--- config.mk ---
export PLATFORM = sky130hd
export DESIGN_NAME = jk_reg_bank
export DESIGN_NICKNAME = d
export VERILOG_FILES = /design/src/rtl/jk_reg_bank.sv
export SDC_FILE = /design/constraint.sdc
export NUM_CORES = 1
export LEC_CHECK = 0
export CORE_MARGIN = 4
export CORE_UTILIZATION = 41
export DETAILED_ROUTE_END_ITERATION = 12
export PLACE_DENSITY_LB_ADDON = 0.3
export SKIP_LAST_GASP = 1
export SLEW_MARGIN = 10
export SYNTH_ARGS = -nofsm -noshare
export SYNTH_HDL_FRONTEND = slang
export SYNTH_SLANG_ARGS = --single-unit
--- constraint.sdc ---
create_clock -name clk -period 4.05 [get_ports clk]
set_input_delay 0.405 -clock clk [delete_from_list [all_inputs] [get_ports clk]]
set_output_delay 0.405 -clock clk [all_outputs]
set_load 0.1 [all_outputs]
--- src/rtl/jk_reg_bank.sv ---
// jk_reg_bank: a bank of WIDTH JK flip-flops that can also count up, count
// down or parallel-load as a whole word. A combinational terminal-count flag
// marks the state from which the next counting edge wraps. A registered
// one-cycle pulse reports that such a wrap has happened.
module jk_reg_bank #(
    parameter int                 WIDTH   = 4,
    parameter logic [WIDTH-1:0]   RST_VAL = '0
) (
    input  logic             clk,
    input  logic             rst,
    input  logic             en,
    input  logic [1:0]       mode,
    input  logic [WIDTH-1:0] j,
    input  logic [WIDTH-1:0] k,
    input  logic [WIDTH-1:0] d,
    output logic [WIDTH-1:0] q,
    output logic [WIDTH-1:0] qbar,
    output logic             tc,
    output logic             wrap
);

    typedef enum logic [1:0] {
        MODE_JK    = 2'b00,
        MODE_UP    = 2'b01,
        MODE_DOWN  = 2'b10,
        MODE_LOAD  = 2'b11
    } mode_e;

    localparam logic [WIDTH-1:0] ALL_ONES = '1;
    localparam logic [WIDTH-1:0] ONE      = WIDTH'(1);

    logic [WIDTH-1:0] q_q, q_d;
    logic             wrap_q, wrap_d;
    mode_e            mode_sel;

    // Per-bit JK rule. J sets, K clears, J and K together toggle, and
    // neither holds the bit.
    function automatic logic [WIDTH-1:0] jk_next(
        input logic [WIDTH-1:0] cur,
        input logic [WIDTH-1:0] jv,
        input logic [WIDTH-1:0] kv
    );
        jk_next = (jv & ~cur) | (~kv & cur);
    endfunction

    // Modular increment. All-ones rolls over to zero.
    function automatic logic [WIDTH-1:0] inc_wrap(input logic [WIDTH-1:0] cur);
        inc_wrap = cur + ONE;
    endfunction

    // Modular decrement. Zero rolls under to all-ones.
    function automatic logic [WIDTH-1:0] dec_wrap(input logic [WIDTH-1:0] cur);
        dec_wrap = cur - ONE;
    endfunction

    assign mode_sel = mode_e'(mode);

    // Terminal count looks only at the mode and the current state. It does not
    // look at en, so it can warn of a wrap that the next enabled edge would cause.
    always_comb begin
        tc = 1'b0;
        unique case (mode_sel)
            MODE_UP:   tc = (q_q == ALL_ONES);
            MODE_DOWN: tc = (q_q == '0);
            default:   tc = 1'b0;
        endcase
    end

    // Next-state selection. Inputs that belong to other modes are never
    // looked at. A wrap is flagged only for a counting edge taken from the
    // terminal state.
    always_comb begin
        q_d    = q_q;
        wrap_d = 1'b0;
        if (en) begin
            wrap_d = tc;
            unique case (mode_sel)
                MODE_JK:   q_d = jk_next(q_q, j, k);
                MODE_UP:   q_d = inc_wrap(q_q);
                MODE_DOWN: q_d = dec_wrap(q_q);
                MODE_LOAD: q_d = d;
                default:   q_d = q_q;
            endcase
        end
    end

    // State and wrap registers. The asynchronous reset overrides everything,
    // including an update or wrap that is already in flight.
    always_ff @(posedge clk or negedge rst) begin
        if (!rst) begin
            q_q    <= RST_VAL;
            wrap_q <= 1'b0;
        end else begin
            q_q    <= q_d;
            wrap_q <= wrap_d;
        end
    end

    assign q    = q_q;
    assign qbar = ~q_q;
    assign wrap = wrap_q;

endmodule

# Yosys cells after proc, flatten, opt, wreduce, memory -nomap -nowiden
# Index checks and enable logic that the tools add are counted.
# word_totals
reg_bits	5
word_cells	18
input_bits	17
out_inout_bits	10
# classes
n_eq_ne	4
reduce_logical	2
muxes	3
addsub	2
bitwise	5
# op_table
op	n
one-hot mux 4 bit (4 select lines)	1
AND 4 bit	2
NOT 4 bit	2
adder 4 x 1 -> 4 bit (second input constant)	1
equality test 2 bit (second input constant)	2
equality test 4 bit (second input constant)	1
zero test 4 bit	1
OR 4 bit	1
subtractor 4 x 1 -> 4 bit (second input constant)	1
equality test 2 x 1 -> 1 bit (second input constant)	1
zero test 2 bit	1
one-hot mux 1 bit (2 select lines)	1
2-to-1 mux 1 bit	1

# Logic depth before layout (Yosys ltp)
# depth
word_depth	4
depth_mapped	9
mapped_depth_nobuf	8

# Least setup slack after synthesis
# OpenSTA, ideal clock, no wires.
# synth_path
kind	register to output
startpoint	register q_q[3], in the netlist q[3]
endpoint	output tc
arrival_time_ps	2605
path_buffers	0
stages_incl_launch_ff	5
path_slack_ps	1040
required_ps	3645
path_cell_list	dfrtp_1 > inv_1 > nand2_1 > o22ai_1 > and2_1
# synth_via
elab_chain_cells	2
elab_cells_between_ends	3
cone_classes	eq/ne (1); mux (1); reduce/logical (1)
# synth_lines
item	line_no	rtl
start: declaration	32	logic [WIDTH-1:0] q_q, q_d;
start signal: assignment	94	q_q <= q_d;
equality test 4 bit / zero test 4 bit (equally long branches)	63, 64	
one-hot mux 1 bit (2 select lines) (*)	62	unique case (mode_sel)
end: declaration	18	output logic tc,
# Mark *: on every way between the ends. The rest lies on a longest branch, timed or not.

# Worst setup path in the final report
# layout_path
startpoint	register q_q[1], in the netlist q[1]
endpoint	output q[1]
# layout_rtl
item	line_no	rtl
end: declaration	16	output logic [WIDTH-1:0] q,
# No word-level cell between the ends.

==> run metrics <==
status complete, no violations; Worst EP arrival 1.96 ns; CTS Root Cell clkbuf_4; H-tree depth 1; Buf/Inv on CP 1; Setup Viol. Count Final 0; worst-path cell chain clkdlybuf4s50_1; data required time at the worst endpoint 3.64 ns; DR DRC count 0; Hold-fix buffers, CTS 0; Worst Hold Class primary input to async pin; Fin Hold WS between 0.3 and 0.4 ns; Net Sw Power 0.0002540 W; sw frac 0.5788; fraction of power consumed by sequential logic 0.187; die height roughly 44 um; drt pass-1 iters 4; Clk Latency, worst-skew pair 0.24 ns; starting density of the core 0.4647; Detail Route Antenna Nets 0; max incr delay on CP 1.20 ns; TritonCTS clock tree done; post-synth top area share 0.2299; Fmax achieved 0.4222 GHz; syn_nets 85; Synth area leaders dfrtp_1, ha_1, a221oi_1; clock period minus worst slack roughly 2.4 ns; relative slew slack 0.3459; top cells by instance count after synthesis ha_1, inv_1, dfrtp_1; I/O Pins 27; Resize count post-CTS 0; Clock Pin Slew Worst Setup and Hold Paths 0.04 ns; Num CTS Buffers 3; setup_tns 0 ns; Final Net Count roughly 110; startpoint type of the worst setup path register; Post-CTS Setup Bufs 0; power per cell area 536.4 nW/um2; WL final 1396 um; Int Pwr 0.0001849 W; Post-synth EDFFs 0; Top Family by Delay on Critical Path buffers and inverters; Worst Skew 0.002819 ns; vias in the first global route 604; layout cells sized above 1 0.1023; GP Congestion 0.8017; Clock Tree Buf Depth 2; critical path type register to primary output; worst-margin pin slew 0.9780 ns; first-pass GRT wire length 2456 um; crit end category primary output; synth warn 0; initial DRC count 4; core area 1171 um2; endpoints failing hold 0; Clock Power Share 0.128; syn_area_per_cell about 9 um2; antenna violations before repair 0; DR vias/cell 5.637; Finished Core Util 0.6987; ant diodes 0; Critical Path Start q[1]; synthesized instance count 62; # port buffers 26; pin count of the biggest net entering global routing 14; total number of vias 575; fraction of registers with async set/reset 1.000; P_leak 0.3455 nW; Post-synth top flop dfrtp_1; total global-route track usage 0.1674; Critical-path top delay cell clkdlybuf4s50_1; CP max FO 10; DIE WIDTH 44.44 um; HPWL after detailed placement 1186 um; FF+latch count, synth 5; grt ovf 0; Yosys top cell by area dfrtp_1; Tcrit/Tclk final 0.5848; Cell variety after synth 30; routed length per placed instance 13.69 um; unrepaired setup endpoints after global routing no; Comb pwr share 0.685; CTS Sinks 5; Max-cap violations 0; reg2reg start q[1]; final count of pins violating max slew 0; worst vdd ir between 200 and 300 uV; Area Overhead vs Synth 50.34%; Synth Cell Area 544.3 um2; sequential area share after synthesis 0.2299; full die area between 1500 and 2000 um2; FP Rows 12
[stage by stage]
step	instance area, um2	setup slack, ns	power [W]	instances
after floorplan	544.3	1.040	0.0003122	62
after global placement	792.0	1.736	0.0003815	98
after detailed placement	792.0	1.665	0.0003843	98
after CTS	818.3	1.670	0.0004423	102
after global routing	818.3	1.582	0.0004641	102
final	818.3	1.681	0.0004389	102
[placed cells by master (no fill, tap or decap), drive strengths merged, types with 2 or more instances in the layout]
cell type / netlist / final
nand3b: 2 / 2
clkdlybuf4s50: 0 / 25
inv: 6 / 6
and2: 2 / 2
dfrtp: 5 / 5
nand3: 4 / 4
a221oi: 4 / 4
ha: 6 / 6
nand4b: 2 / 2
o21ai: 4 / 4
xor2: 2 / 2
a21oi: 4 / 4
nand2: 3 / 3
clkbuf: 2 / 4
[power by group through the flow]
stage	logic (W)	registers, W	clock network (W)
after floorplan	0.000161	0.000152	0
after global placement	0.000299	0.0000827	0
after detailed placement	0.000301	0.0000828	0
after CTS	0.000303	0.0000821	0.0000577
after global routing	0.000316	0.0000863	0.0000620
final	0.000301	0.0000820	0.0000560
[layer usage]
layer / track usage / part of all wire
met4: 0.05422 / 0.0079
met2: 0.3169 / 0.52
met5: 0 / 0
met1: 0.1780 / 0.40
met3: 0.04065 / 0.067
[flip-flops by register name (all words and copies together) (netlist names)]
register  count
q             4
wrap          1
[cell families (layout without fill, tap and decap cells)]
family          Yosys count  count (layout)  synth area share
flops                     5               5            0.2299
compound gates           18              18            0.2506
xor+xnor                  3               3           0.04828
simple gates             19              19            0.2230
mux                       1               1           0.01839
fa+ha+maj                 6               6            0.1379
buf+inv                  10              36           0.09194
[final timing paths]
check | depth (start not counted) | slack (ns) | endpoint
min reg2reg | 2 | 0.68 | q[0]
min | 1 | 0.39 | wrap
min in group clk | 2 | 0.68 | q[0]
max in group asynchronous | 1 | 3.46 | q[1]
max reg2reg | 5 | 2.47 | q[1]
max | 1 | 1.68 | q[1]
[final cells by class]
cell class | count | area (um2)
inverters | 6 | 22.52
fillers | 109 | 352.8
repair buffers | 26 | 257.7
well taps | 14 | 17.52
multi-input cells | 47 | 369.1
clock buffers | 4 | 26.28
flip-flops and latches | 5 | 125.1
No activity file was read; power rests on OpenSTA's default activity.
